## config.mk

```make
export PLATFORM = sky130hd
export DESIGN_NAME = x_micro_scope_dump_flat
export DESIGN_NICKNAME = d
export VERILOG_FILES = /design/src/rtl/x_micro_scope_pkg.sv /design/src/rtl/x_micro_scope_dump_if.sv /design/src/rtl/x_micro_scope_ser.sv /design/src/rtl/x_micro_scope_dump.sv /design/src/flat_wrapper.sv
export SDC_FILE = /design/constraint.sdc
export NUM_CORES = 1
export LEC_CHECK = 0
export CAP_MARGIN = 20
export CORE_MARGIN = 2
export CORE_UTILIZATION = 29
export DETAILED_ROUTE_END_ITERATION = 8
export GPL_ROUTABILITY_DRIVEN = 0
export SLEW_MARGIN = 30
export SYNTH_ARGS = -nofsm -noshare
export SYNTH_HDL_FRONTEND = slang
export SYNTH_HIERARCHICAL = 1
export SYNTH_SLANG_ARGS = --single-unit
```

## constraint.sdc

```tcl
create_clock -name i_clk -period 3.24 [get_ports i_clk]
set_input_delay 0.648 -clock i_clk [delete_from_list [all_inputs] [get_ports i_clk]]
set_output_delay 0.648 -clock i_clk [all_outputs]
set_load 0.05 [all_outputs]
```

## src/rtl/x_micro_scope_pkg.sv

```systemverilog
// Shared types and defaults for the micro scope dump path.
// Holds the dump FSM state type and the default frame sync byte.
package x_micro_scope_pkg;

    typedef enum logic [2:0] {
        ST_IDLE,
        ST_START,
        ST_WAIT,
        ST_SYNC,
        ST_READ,
        ST_LATCH,
        ST_SEND
    } state_t;

    localparam int          DEF_ADDR_W     = 11;
    localparam int          DEF_DATA_W     = 32;
    localparam logic [7:0]  DEF_SYNC_BYTE  = 8'h5A;
    localparam int          BYTES_PER_WORD = DEF_DATA_W / 8;

    function automatic int bytes_per_word(input int data_w);
        return data_w / 8;
    endfunction

endpackage

```

## src/rtl/x_micro_scope_dump_if.sv

```systemverilog
// Scope control/read port plus the outgoing valid/ready byte stream.
// master = dump engine, slave = scope RAM and UART TX side.
interface x_micro_scope_dump_if #(
    parameter int ADDR_W = 11,
    parameter int DATA_W = 32
);
    logic              scope_start;
    logic              scope_busy;
    logic              scope_ren;
    logic [ADDR_W-1:0] scope_raddr;
    logic [DATA_W-1:0] scope_data;
    logic              tx_valid;
    logic [7:0]        tx_data;
    logic              tx_ready;

    modport master (
        output scope_start, scope_ren, scope_raddr, tx_valid, tx_data,
        input  scope_busy, scope_data, tx_ready
    );

    modport slave (
        input  scope_start, scope_ren, scope_raddr, tx_valid, tx_data,
        output scope_busy, scope_data, tx_ready
    );
endinterface

```

## src/rtl/x_micro_scope_ser.sv

```systemverilog
// Word-to-byte serializer: loads one DATA_W word, emits it LSB byte first
// on a valid/ready stream and pulses o_done on the handshake of the last byte.
module x_micro_scope_ser #(
    parameter int DATA_W = 32
) (
    input  logic              i_clk,
    input  logic              i_rst,
    input  logic              i_load,
    input  logic [DATA_W-1:0] i_word,
    input  logic              i_valid,
    input  logic              i_ready,
    output logic [7:0]        o_byte,
    output logic              o_done
);
    localparam int BPW   = DATA_W / 8;
    localparam int IDX_W = (BPW > 1) ? $clog2(BPW) : 1;
    localparam logic [IDX_W-1:0] IDX_LAST = IDX_W'(BPW - 1);

    logic [DATA_W-1:0] shift_q;
    logic [IDX_W-1:0]  idx_q;
    logic              hs;

    assign hs     = i_valid && i_ready;
    assign o_done = hs && (idx_q == IDX_LAST);
    assign o_byte = shift_q[7:0];

    // Shift register empties to zero after the last byte, so o_byte idles at 0.
    always_ff @(posedge i_clk or posedge i_rst) begin
        if (i_rst) begin
            shift_q <= '0;
            idx_q   <= '0;
        end else if (i_load) begin
            shift_q <= i_word;
            idx_q   <= '0;
        end else if (hs) begin
            shift_q <= shift_q >> 8;
            idx_q   <= (idx_q == IDX_LAST) ? '0 : idx_q + 1'b1;
        end
    end
endmodule

```

## src/rtl/x_micro_scope_dump.sv

```systemverilog
// Arms one scope capture on i_go, then streams SYNC_BYTE followed by every
// captured word (address 0 first, little-endian bytes) to the UART TX.
module x_micro_scope_dump
    import x_micro_scope_pkg::*;
#(
    parameter int         ADDR_W    = DEF_ADDR_W,
    parameter int         DATA_W    = DEF_DATA_W,
    parameter logic [7:0] SYNC_BYTE = DEF_SYNC_BYTE
) (
    input  logic i_clk,
    input  logic i_rst,
    input  logic i_go,
    output logic o_busy,
    x_micro_scope_dump_if.master bus
);
    localparam logic [ADDR_W-1:0] ADDR_MAX = {ADDR_W{1'b1}};

    state_t            state_q;
    state_t            state_d;
    logic [ADDR_W-1:0] addr_q;
    logic              ser_load;
    logic              ser_valid;
    logic              ser_done;
    logic [7:0]        ser_byte;

    x_micro_scope_ser #(.DATA_W(DATA_W)) u_ser (
        .i_clk   (i_clk),
        .i_rst   (i_rst),
        .i_load  (ser_load),
        .i_word  (bus.scope_data),
        .i_valid (ser_valid),
        .i_ready (bus.tx_ready),
        .o_byte  (ser_byte),
        .o_done  (ser_done)
    );

    always_ff @(posedge i_clk or posedge i_rst) begin
        if (i_rst) begin
            state_q <= ST_IDLE;
            addr_q  <= '0;
        end else begin
            state_q <= state_d;
            // Wraps to 0 after the last word through plain ADDR_W overflow.
            if (state_q == ST_SEND && ser_done) begin
                addr_q <= addr_q + 1'b1;
            end
        end
    end

    assign o_busy          = (state_q != ST_IDLE);
    assign bus.scope_raddr = addr_q;
    assign ser_load        = (state_q == ST_LATCH);
    assign ser_valid       = (state_q == ST_SEND);

    // tx_valid depends on state only, never on tx_ready.
    always_comb begin
        state_d         = state_q;
        bus.scope_start = 1'b0;
        bus.scope_ren   = 1'b0;
        bus.tx_valid    = 1'b0;
        bus.tx_data     = 8'h00;
        unique case (state_q)
            ST_IDLE: begin
                if (i_go && !bus.scope_busy) state_d = ST_START;
            end
            ST_START: begin
                bus.scope_start = 1'b1;
                state_d         = ST_WAIT;
            end
            ST_WAIT: begin
                if (!bus.scope_busy) state_d = ST_SYNC;
            end
            ST_SYNC: begin
                bus.tx_valid = 1'b1;
                bus.tx_data  = SYNC_BYTE;
                if (bus.tx_ready) state_d = ST_READ;
            end
            ST_READ: begin
                bus.scope_ren = 1'b1;
                state_d       = ST_LATCH;
            end
            ST_LATCH: begin
                state_d = ST_SEND;
            end
            ST_SEND: begin
                bus.tx_valid = 1'b1;
                bus.tx_data  = ser_byte;
                if (ser_done) state_d = (addr_q == ADDR_MAX) ? ST_IDLE : ST_READ;
            end
            default: state_d = ST_IDLE;
        endcase
    end
endmodule

```

## src/flat_wrapper.sv

```systemverilog
// flat-port wrapper written by rule: the top's interface ports become plain ports
module x_micro_scope_dump_flat import x_micro_scope_pkg::*;
#(
    parameter int         ADDR_W    = DEF_ADDR_W,
    parameter int         DATA_W    = DEF_DATA_W,
    parameter logic [7:0] SYNC_BYTE = DEF_SYNC_BYTE
)
  (i_clk, i_rst, i_go, o_busy, bus_scope_start, bus_scope_ren, bus_scope_raddr, bus_tx_valid, bus_tx_data, bus_scope_busy, bus_scope_data, bus_tx_ready);
  x_micro_scope_dump_if #(.ADDR_W(ADDR_W), .DATA_W(DATA_W)) bus_i ();
  input  logic i_clk;
  input  logic i_rst;
  input  logic i_go;
  output logic o_busy;
  output wire logic [$bits(bus_i.scope_start)-1:0] bus_scope_start;
  output wire logic [$bits(bus_i.scope_ren)-1:0] bus_scope_ren;
  output wire logic [$bits(bus_i.scope_raddr)-1:0] bus_scope_raddr;
  output wire logic [$bits(bus_i.tx_valid)-1:0] bus_tx_valid;
  output wire logic [$bits(bus_i.tx_data)-1:0] bus_tx_data;
  input wire logic [$bits(bus_i.scope_busy)-1:0] bus_scope_busy;
  input wire logic [$bits(bus_i.scope_data)-1:0] bus_scope_data;
  input wire logic [$bits(bus_i.tx_ready)-1:0] bus_tx_ready;
  assign bus_scope_start = bus_i.scope_start;
  assign bus_scope_ren = bus_i.scope_ren;
  assign bus_scope_raddr = bus_i.scope_raddr;
  assign bus_tx_valid = bus_i.tx_valid;
  assign bus_tx_data = bus_i.tx_data;
  assign bus_i.scope_busy = bus_scope_busy;
  assign bus_i.scope_data = bus_scope_data;
  assign bus_i.tx_ready = bus_tx_ready;
  x_micro_scope_dump #(.ADDR_W(ADDR_W), .DATA_W(DATA_W), .SYNC_BYTE(SYNC_BYTE)) u_core (.i_clk(i_clk), .i_rst(i_rst), .i_go(i_go), .o_busy(o_busy), .bus(bus_i));
endmodule
```

==> impl_metrics.csv, run 1 <==
group,metric,value,unit
logic_synthesis,postSynthAreaPerCell,10.2,sq um
finish,finalNetCount,355,
logic_synthesis,synthArstFlopShare,1.00,
logic_synthesis,syn-instance-count,278,
setup_path,worstPathMaxFanout,10,
route,drc,0,
clock_network,cts_hold_buf,0,
run,cap_violations,0,
timing,skew,0.0187,ns
clock_network,ctsLongestPathBuffers,2,
timing,period_share,0.925,
logic_synthesis,synth_cell_types,42,
power,power_switching_share,0.419,
route,drt_iter0_markers,101,
clock_network,cts_tree,"yes",
route,drtPass1Iterations,4,
finish,num_antenna_cells,0,
hold_path,hold_class,"reg2reg",
route,wl_per_cell,13.1,um
floorplan,die_width,103,um
clock_network,cts_resized,0,
finish,layout-drive-gt1-share,0.139,
logic_synthesis,synth-main-ff-cell,"dfrtp_1",
logic_synthesis,synth.cell_area,0.00284,sq mm
timing,setup-tns-final,0,ns
logic_synthesis,synth.largest_area_cell,"dfrtp_1",
clock_network,cts_root_buf,"clkbuf_8",
timing,timing.fmax,334,MHz
power,p_int,0.00168,W
logic_synthesis,ys_warn_count,6,
logic_synthesis,synth.area.top_cells,"dfrtp_1 42%, nand4b_1 7.4%, o211ai_2 6.2%, nand2_1 6.0%, nand2b_1 5.7%",
logic_synthesis,synth_edf_count,0,
global_route,first_global_vias,1939,
timing,drv_slew,0,
timing,finalCriticalPeriod,3.00,ns
finish,fillers,1000,
floorplan,initial_core_util,0.294,
route,ant_nets,0,
outcome,status,"completed",
logic_synthesis,ys_seq_area_frac,0.423,
global_route,antenna_found_initial,0,
floorplan,num_rows,36,
floorplan,die-area,0.0106,sq mm
clock_network,cts_setup_buffers,0,
place,numPortBuffers,59,
finish,synthToLayoutAreaGrowth,24.0,%
floorplan,ioPinCount,60,
clock_network,cts-buffers-inserted,5,
power,p_clk_frac,0.159,
power,power.density,819,mW/mm^2
global_route,overflow,0,
logic_synthesis,ys_ff_latch,48,
place,hpwl,3960,um
setup_path,critPathLaunchType,"flop",
power,combPwrFrac,0.499,
logic_synthesis,synth_top_area_share,0.423,
clock_network,cts.sinks,48,
global_route,grt_pass1_wl,9770,um
setup_path,crit_required,2.59,ns
route,wirelength,5910,um
power,vdd_drop_max,0.317,mV
timing,finalSetupViolCount,0,
clock_network,clock_latency,0.30,ns
route,dr_total_vias,2082,
setup_path,cp.arrival,2.35,ns
logic_synthesis,syn_nets,317,
timing,worst_pin_slew,0.619,ns
timing,rsz0062_at_grt,"no",
timing,final_hold_viol_count,0,
power,seqPwrFrac,0.342,
setup_path,worstSetupPathType,"reg2out",
clock_network,htreeDepth,2,
power,power.leakage,1.44,nW
power,p_switching,0.00121,W
timing,whs,0.503,ns
route,via_per_inst,4.63,
setup_path,r2r_slack,0.94,ns
setup_path,cp-end-kind,"primary output",
global_route,grt_max_degree,40,
floorplan,core_area,0.00964,sq mm
floorplan,die_y,103,um
clock_network,path_clk_slew,0.09,ns
global_route,grt_usage,0.117,
timing,relSlewSlack,0.587,
[metal layers]
metal / GRT usage / vias to the layer above / share of wire
met3: 0.0292 / 2 / 0.049
met5: 0 / - / 0
met2: 0.178 / 61 / 0.44
li1: - / 1044 / -
met1: 0.166 / 975 / 0.50
met4: 0.0273 / 0 / 0.0052
[stage by stage]
step | util | cells | area [sq um] | setup slack (ns) | total power, W
final | 0.365 | 450 | 3520 | 0.243 | 0.00288
after global routing | 0.365 | 450 | 3520 | 0.0516 | 0.00309
after CTS | 0.365 | 450 | 3520 | 0.0313 | 0.00291
after detailed placement | 0.352 | 442 | 3400 | 0.364 | 0.00244
after global placement | 0.352 | 442 | 3400 | 0.443 | 0.00241
after floorplan | - | 278 | 2840 | 0.685 | 0.00224
[sequential cells by signal, indices dropped and copies added (netlist names)]
name	flops
u_core/bus.scope_raddr	11
u_core/u_ser/idx_q	2
u_core/u_ser/shift_q	32
u_core/state_q	3
[cell families (layout without fill, tap and decap cells)]
family | count (synthesis) | count (layout) | synth area share
buffers and inverters | 43 | 82 | 0.0970
and+or+nand+nor | 128 | 128 | 0.275
AOI/OAI and AO/OA | 47 | 47 | 0.165
DFF | 48 | 48 | 0.423
adders and majority gates | 2 | 2 | 0.00882
xor gates and xnor gates | 10 | 10 | 0.0309
[placed cells by master, fill, tap and decap left out, types with 3 or more instances in the layout]
cell type,count
a21oi_1,3
nand2b_1,26
dfrtp_1,48
o211ai_2,14
clkdlybuf4s50_1,59
o311ai_2,8
nand4b_1,24
inv_1,10
xor2_1,4
and3_1,6
clkbuf_8,6
nand2_1,45
nand3_1,3
a21boi_0,5
nor2_1,6
nand4_1,3
o21ai_1,8
buf_4,5
xnor2_1,6
[power by group through the flow]
stage	Sequential, W	Combinational (W)	Clock, W
finish	0.000986	0.00144	0.000458
floorplan	0.000935	0.00130	0
CTS	0.000983	0.00145	0.000475
global placement	0.000987	0.00143	0
detailed placement	0.000997	0.00144	0
global route	0.00102	0.00158	0.000499
[area by class of cell]
class / instances / area, sq um / share of cell area
multi-input combinational: 187 / 1370 / 0.388
tap: 133 / 166 / 0.0473
sequential: 48 / 1200 / 0.341
clock buffer: 6 / 82.6 / 0.0235
timing repair buffer: 64 / 628 / 0.178
clock inverter: 2 / 38.8 / 0.0110
inverter: 10 / 37.5 / 0.0107
[Yosys cell counts, types with 3 or more instances]
| cell type | number |
|---|---|
| dfrtp_1 | 48 |
| nand2_1 | 45 |
| nand2b_1 | 26 |
| nand4b_1 | 24 |
| o211ai_2 | 14 |
| buf_4 | 12 |
| buf_2 | 11 |
| inv_1 | 10 |
| o21ai_1 | 8 |
| o311ai_2 | 8 |
| buf_6 | 7 |
| and3_1 | 6 |
| nor2_1 | 6 |
| xnor2_1 | 6 |
| a21boi_0 | 5 |
| xor2_1 | 4 |
| a21oi_1 | 3 |
| nand3_1 | 3 |
| nand4_1 | 3 |
[path summary, 6_finish.rpt]
kind                                      startpoint                         to  depth (start not counted)
setup / recovery                   u_core/state_q[2]             bus_tx_data[4]                          4
hold / removal             u_core/bus.scope_raddr[7]  u_core/bus.scope_raddr[7]                          1
setup reg to reg                   u_core/state_q[2]   u_core/u_ser/shift_q[22]                          5
hold reg to reg            u_core/bus.scope_raddr[7]  u_core/bus.scope_raddr[7]                          1
max in group asynchronous                      i_rst    u_core/u_ser/shift_q[2]                          3
min in group asynchronous                      i_rst  u_core/bus.scope_raddr[1]                          2
[worst max-delay path, stage by stage (launching register included)]
cell             delay [ns]
dfrtp_1                0.51
nor2b_2                0.43
nand2_1                0.09
a21boi_0               0.19
clkdlybuf4s50_1        0.83
Note: power is estimated with default switching activity, not from simulation.
==> inputs of run 2 (changes only) <==
--- a/config.mk
+++ b/config.mk
@@ -13,5 +13,4 @@
 export SLEW_MARGIN = 30
 export SYNTH_ARGS = -nofsm -noshare
 export SYNTH_HDL_FRONTEND = slang
-export SYNTH_HIERARCHICAL = 1
 export SYNTH_SLANG_ARGS = --single-unit
==> run 2 against run 1 <==
  * Maximum frequency up 3.1%
  * Core utilization up 2.4 points
  * Critical path depth unchanged
  * Final cell count down 19%
  * Clock power down 21%
  * First-iteration DRC count down 43%
  * Sequential power about the same
  * Area after synthesis down 18%
  * Largest cell class is now registers
==> impl_metrics.csv, run 2 <==
group,metric,value,unit
outcome,status,"completed",
setup_path,worstPathMaxFanout,16,
logic_synthesis,synth_common_cells,"48 x dfrtp_1, 23 x a22o_1, 14 x a21o_1, 14 x nor2_1, 13 x nand2_1",
timing,whs,0.480,ns
timing,finalCriticalPeriod,2.91,ns
clock_network,path_clk_slew,0.08,ns
clock_network,clock_latency,0.30,ns
global_route,grt_max_degree,49,
setup_path,r2r.worst_path.cells,4,
route,wl_per_cell,14.2,um
floorplan,core_area,0.00777,sq mm
route,ant_nets,0,
timing,worst_pin_slew,0.686,ns
timing,drv_slew,0,
floorplan,ioPinCount,60,
global_route,first_global_vias,1706,
logic_synthesis,ys_ff_latch,48,
place,hpwl,3460,um
logic_synthesis,synth_most_common_cell,"dfrtp_1",
timing,period_share,0.897,
clock_network,cts_setup_buffers,0,
global_route,antenna_found_initial,0,
timing,setup-tns-final,0,ns
timing,relSlewSlack,0.543,
clock_network,cts_hold_buf,0,
logic_synthesis,synth_top_area_share,0.516,
run,cap_violations,0,
global_route,grt_usage,0.121,
timing,timing.fmax,344,MHz
route,drt_iter0_markers,58,
clock_network,cts_root_buf,"clkbuf_8",
logic_synthesis,postSynthAreaPerCell,11.3,sq um
timing,final_hold_viol_count,0,
clock_network,cts_tree,"yes",
hold_path,hold_class,"reg2reg",
finish,layout-drive-gt1-share,0.0805,
logic_synthesis,synth_cell_types,40,
clock_network,cts.sinks,48,
finish,fillers,772,
setup_path,cp-end-kind,"primary output",
setup_path,cp.arrival,2.26,ns
logic_synthesis,synth.area.top_cells,"dfrtp_1 52%, a22o_1 8.6%, a21o_1 4.5%, nor2_1 2.3%, nor3_1 2.1%",
logic_synthesis,ys_warn_count,0,
floorplan,die_y,93.6,um
floorplan,die_width,93.6,um
finish,largest_reg_flops,32,
logic_synthesis,synth-main-ff-cell,"dfrtp_1",
setup_path,critPathCapture,"bus_tx_data[1]",
logic_synthesis,ys_seq_area_frac,0.516,
finish,final_cell_mix,"59 x clkdlybuf4s50_1, 48 x dfrtp_1, 23 x a22o_1",
clock_network,cts_resized,0,
global_route,grt_pass1_wl,8480,um
finish,largest-register,"u_core.u_ser.shift_q",
setup_path,crit_start,"u_core.state_q[0]",
route,wirelength,5160,um
finish,num_antenna_cells,0,
clock_network,cts-buffers-inserted,5,
clock_network,ctsLongestPathBuffers,2,
timing,finalSetupViolCount,0,
route,dr_total_vias,1763,
logic_synthesis,synth.cell_area,0.00233,sq mm
logic_synthesis,synth_edf_count,0,
setup_path,worstSetupPathType,"reg2out",
global_route,overflow,0,
floorplan,die-area,0.00877,sq mm
finish,final_common_cell,"clkdlybuf4s50_1",
clock_network,htreeDepth,2,
route,via_per_inst,4.86,
logic_synthesis,synthArstFlopShare,1.00,
floorplan,initial_core_util,0.300,
finish,synthToLayoutAreaGrowth,29.6,%
finish,finalNetCount,299,
setup_path,r2r_slack,1.24,ns
timing,rsz0062_at_grt,"no",
timing,skew,0.00421,ns
logic_synthesis,syn_nets,246,
setup_path,r2r-end,"u_core.u_ser.shift_q[8]",
power,vdd_drop_max,0.193,mV
route,drc,0,
setup_path,critPathLaunchType,"flop",
setup_path,crit_required,2.59,ns
power,power.density,767,mW/mm^2
place,numPortBuffers,59,
logic_synthesis,syn-instance-count,207,
floorplan,num_rows,32,
logic_synthesis,synth.largest_area_cell,"dfrtp_1",
route,drtPass1Iterations,4,
setup_path,r2r_start,"u_core.state_q[1]",
power,power.leakage,1.39,nW
## run 2: worst min-delay path by stage
stage / from / end / slack (ns) / cells after the start
floorplan: u_core.u_ser.shift_q[10] / u_core.u_ser.shift_q[10] / 0.45 / 1
global placement: u_core.u_ser.shift_q[16] / u_core.u_ser.shift_q[16] / 0.46 / 1
detailed placement: u_core.u_ser.shift_q[20] / u_core.u_ser.shift_q[20] / 0.47 / 1
CTS: u_core.u_ser.shift_q[20] / u_core.u_ser.shift_q[20] / 0.49 / 1
global route: u_core.u_ser.shift_q[22] / u_core.u_ser.shift_q[22] / 0.51 / 1
finish: u_core.u_ser.shift_q[20] / u_core.u_ser.shift_q[20] / 0.48 / 1
## run 2: worst max-delay path, cell delays in order, from the launching register on
cell	delay, ns
dfrtp_1	0.52
and2b_1	0.37
nand2_1	0.07
a21boi_0	0.18
clkdlybuf4s50_1	0.83
## run 2: metal layers
layer,up-vias,routed length [um],GRT usage
met5,-,0,0
met4,0,62,0.0399
met3,6,264,0.0258
met2,51,2210,0.177
met1,837,2620,0.179
li1,869,-,-
## run 2: through the flow
step	cells	util	total power (W)	setup WS (ns)	instance area [sq um]
after floorplan	207	-	0.00173	0.614	2330
after global placement	355	0.377	0.00195	0.718	2930
after detailed placement	355	0.377	0.00197	0.670	2930
after CTS	363	0.389	0.00235	0.329	3020
after global routing	363	0.389	0.00248	0.221	3020
final	363	0.389	0.00232	0.333	3020
## run 2: final cells by class
type                       instances  area [sq um]  area share
multi-input combinational        143           990       0.328
clock buffer                       6          82.6      0.0273
sequential                        48          1200       0.398
inverter                           1          3.75     0.00124
tap                              102           128      0.0423
timing repair buffer              61           606       0.200
clock inverter                     2          10.0     0.00331
## run 2: cell families after synthesis
kind of cell | Yosys count | synth area share
flip-flops | 48 | 0.516
XOR/XNOR | 10 | 0.0376
multiplexers | 1 | 0.00483
adder cells (fa/ha/maj) | 2 | 0.0107
buffers and inverters | 16 | 0.0596
AO/OA/AOI/OAI | 62 | 0.206
AND/OR/NAND/NOR | 68 | 0.166
## run 2: power breakdown
group / internal (W) / switching (W) / total, W
combinational: 0.000420 / 0.000533 / 0.000954
sequential: 0.000815 / 0.000189 / 0.00100
clock: 0.000170 / 0.000189 / 0.000360
==> inputs of run 3 (changes only) <==
--- a/config.mk
+++ b/config.mk
@@ -5,6 +5,7 @@
 export SDC_FILE = /design/constraint.sdc
 export NUM_CORES = 1
 export LEC_CHECK = 0
+export ABC_AREA = 1
 export CAP_MARGIN = 20
 export CORE_MARGIN = 2
 export CORE_UTILIZATION = 29
==> run 3 against run 2 <==
  * Sequential power down 8%
  * Hold slack better by 0.0076 ns
  * Count of clock-buffer cells in the layout down 1
  * Register-to-register slack worse by 0.09 ns
  * Via count up 21%
  * Maximum frequency down 3.0%
  * Final cell count up 27%
  * Critical path type unchanged
  * Largest cell class unchanged
==> impl_metrics.csv, run 3 <==
group,metric,value,unit
finish,largest_reg_flops,32,
power,total_power,0.00230,W
power,p_switching,0.000877,W
place,pre_cts_slack,0.581,ns
hold_path,hold_class,"reg2reg",
power,power_switching_share,0.382,
setup_path,r2r-end,"u_core.u_ser.shift_q[9]",
timing,finalCriticalPeriod,3.00,ns
clock_network,cts_resized,0,
finish,stdcell_count,462,
setup_path,crit_required,2.59,ns
logic_synthesis,synth_cell_types,26,
finish,largest-register,"u_core.u_ser.shift_q",
finish,synthToLayoutAreaGrowth,33.4,%
timing,timing.fmax,334,MHz
logic_synthesis,synth_top_area_share,0.502,
logic_synthesis,synth.cell_area,0.00239,sq mm
logic_synthesis,synth-main-ff-cell,"dfrtp_1",
clock_network,cts_tree,"yes",
global_route,grt_pass1_wl,9560,um
logic_synthesis,synth_edf_count,0,
place,numPortBuffers,59,
logic_synthesis,ys_seq_area_frac,0.502,
place,hpwl,4150,um
global_route,overflow,0,
global_route,antenna_found_initial,0,
clock_network,cts_setup_buffers,0,
clock_network,ctsLongestPathBuffers,2,
route,ant_nets,0,
setup_path,r2r.worst_path.cells,5,
floorplan,core_area,0.00809,sq mm
finish,ff_latch_area,0.00120,sq mm
place,dp_cells,454,
clock_network,cts_root_buf,"clkbuf_8",
route,drt_iter0_markers,108,
setup_path,cp-end-kind,"primary output",
route,wirelength,5660,um
timing,period_share,0.925,
route,wl_per_cell,12.2,um
hold_path,holdPathStages,2,
setup_path,worstPathMaxFanout,6,
route,dr_total_vias,2131,
floorplan,num_rows,33,
route,drc,0,
power,p_int,0.00142,W
floorplan,die-area,0.00899,sq mm
route,via_per_inst,4.61,
logic_synthesis,synth_most_common_cell,"nand2_1",
logic_synthesis,syn_nets,338,
timing,relSlewSlack,0.536,
timing,drv_slew,0,
clock_network,path_clk_slew,0.09,ns
logic_synthesis,syn-instance-count,299,
finish,final_common_cell,"nand2_1",
setup_path,worstSetupPathType,"reg2out",
timing,timing.final.ws_setup,0.243,ns
timing,final_hold_viol_count,0,
setup_path,critPathCapture,"bus_tx_data[5]",
logic_synthesis,synth_common_cells,"108 x nand2_1, 48 x dfrtp_1, 29 x inv_1",
setup_path,r2r_start,"u_core.state_q[1]",
route,drtPass1Iterations,4,
finish,multi_input_area,0.00101,sq mm
power,p_clk_frac,0.229,
power,power.leakage,1.54,nW
outcome,status,"completed",
timing,whs,0.488,ns
setup_path,r2r_slack,1.15,ns
finish,final_cell_mix,"108 x nand2_1, 59 x clkdlybuf4s50_1, 48 x dfrtp_1",
global_route,grt_usage,0.135,
clock_network,cts-buffers-inserted,5,
finish,fillers,844,
clock_network,clock_latency,0.31,ns
floorplan,ioPinCount,60,
power,vdd_drop_max,0.242,mV
power,combPwrFrac,0.369,
timing,setup-tns-final,0,ns
floorplan,die_y,94.8,um
logic_synthesis,synth.area.top_cells,"dfrtp_1 50%, nand2_1 17%, inv_1 4.6%, nor2_1 4.4%, nand3_1 3.6%",
logic_synthesis,synthArstFlopShare,1.00,
power,power.density,720,mW/mm^2
global_route,first_global_vias,2062,
global_route,grt_max_degree,30,
logic_synthesis,ys_warn_count,0,
floorplan,die_width,94.8,um
finish,num_antenna_cells,0,
floorplan,initial_core_util,0.296,
clock_network,cts.sinks,48,
timing,rsz0062_at_grt,"no",
clock_network,cts_hold_buf,0,
power,seqPwrFrac,0.402,
logic_synthesis,ys_ff_latch,48,
timing,skew,0.0165,ns
timing,finalSetupViolCount,0,
clock_network,htreeDepth,2,
setup_path,crit_start,"u_core.state_q[1]",
setup_path,critPathLaunchType,"flop",
run,cap_violations,0,
finish,layout-drive-gt1-share,0.0560,
logic_synthesis,synth.largest_area_cell,"dfrtp_1",
finish,finalNetCount,395,
timing,worst_pin_slew,0.696,ns
setup_path,cp.arrival,2.35,ns
logic_synthesis,postSynthAreaPerCell,8.00,sq um
[run 3: changes by cell type after synthesis, moves of 6 or more]
| cell | delta |
|---|---|
| o21ai_0 | +12 |
| nand3_1 | +13 |
| a21o_1 | -14 |
| a22o_1 | -23 |
| nand2_1 | +95 |
| inv_1 | +28 |
| o211ai_1 | +9 |
| and3_1 | -6 |
| nor2_1 | +14 |
| nor3_1 | -8 |
[run 3: critical path: stages, from the launching register on]
cell and delay (ns):
dfrtp_1 0.44, inv_1 0.13, nor2_1 0.23, nand2_1 0.21
nor2_1 0.20, clkdlybuf4s50_1 0.84
[run 3: through the flow]
stage / area, sq um / utilization
CTS: 3190 / 0.394
finish: 3190 / 0.394
global placement: 3050 / 0.377
floorplan: 2390 / -
global route: 3190 / 0.394
detailed placement: 3050 / 0.377
[run 3: layout make-up]
cell class                      instances  share of cell area
Sequential cell                        48               0.376
Clock buffer                            5              0.0216
Multi-Input combinational cell        210               0.315
Clock inverter                          3              0.0216
Timing Repair Buffer                   60               0.187
Inverter                               31              0.0365
Tap cell                              105              0.0412
[run 3: power groups by stage]
stage	logic (W)	registers (W)	clock network [W]
finish	0.000848	0.000923	0.000527
global route	0.000955	0.000953	0.000558
CTS	0.000859	0.000924	0.000538
detailed placement	0.000856	0.000936	0
global placement	0.000835	0.000930	0
floorplan	0.000635	0.000898	0
[run 3: worst min path at each step]
| stage | to | startpoint | slack [ns] |
|---|---|---|---|
| after floorplan | u_core.u_ser.shift_q[25] | u_core.u_ser.shift_q[25] | 0.44 |
| after global placement | u_core.u_ser.shift_q[25] | u_core.u_ser.shift_q[25] | 0.46 |
| after detailed placement | u_core.u_ser.idx_q[1] | u_core.u_ser.idx_q[1] | 0.47 |
| after CTS | u_core.u_ser.idx_q[1] | u_core.u_ser.idx_q[1] | 0.49 |
| after global routing | u_core.u_ser.idx_q[1] | u_core.u_ser.idx_q[1] | 0.52 |
| final | u_core.u_ser.idx_q[1] | u_core.u_ser.idx_q[1] | 0.49 |
[run 3: cells by family after synthesis]
| group | count (synthesis) | synth area share |
|---|---|---|
| and+or+nand+nor | 171 | 0.312 |
| buffers and inverters | 41 | 0.0774 |
| AOI/OAI and AO/OA | 35 | 0.0879 |
| adders and majority gates | 2 | 0.0105 |
| xor gates and xnor gates | 2 | 0.0105 |
| DFF | 48 | 0.502 |
[run 3: routing by layer]
layer | routed length [um] | GRT usage
met1 | 2660 | 0.181
met2 | 2650 | 0.217
met3 | 272 | 0.0319
met5 | 0 | 0
met4 | 76 | 0.0399
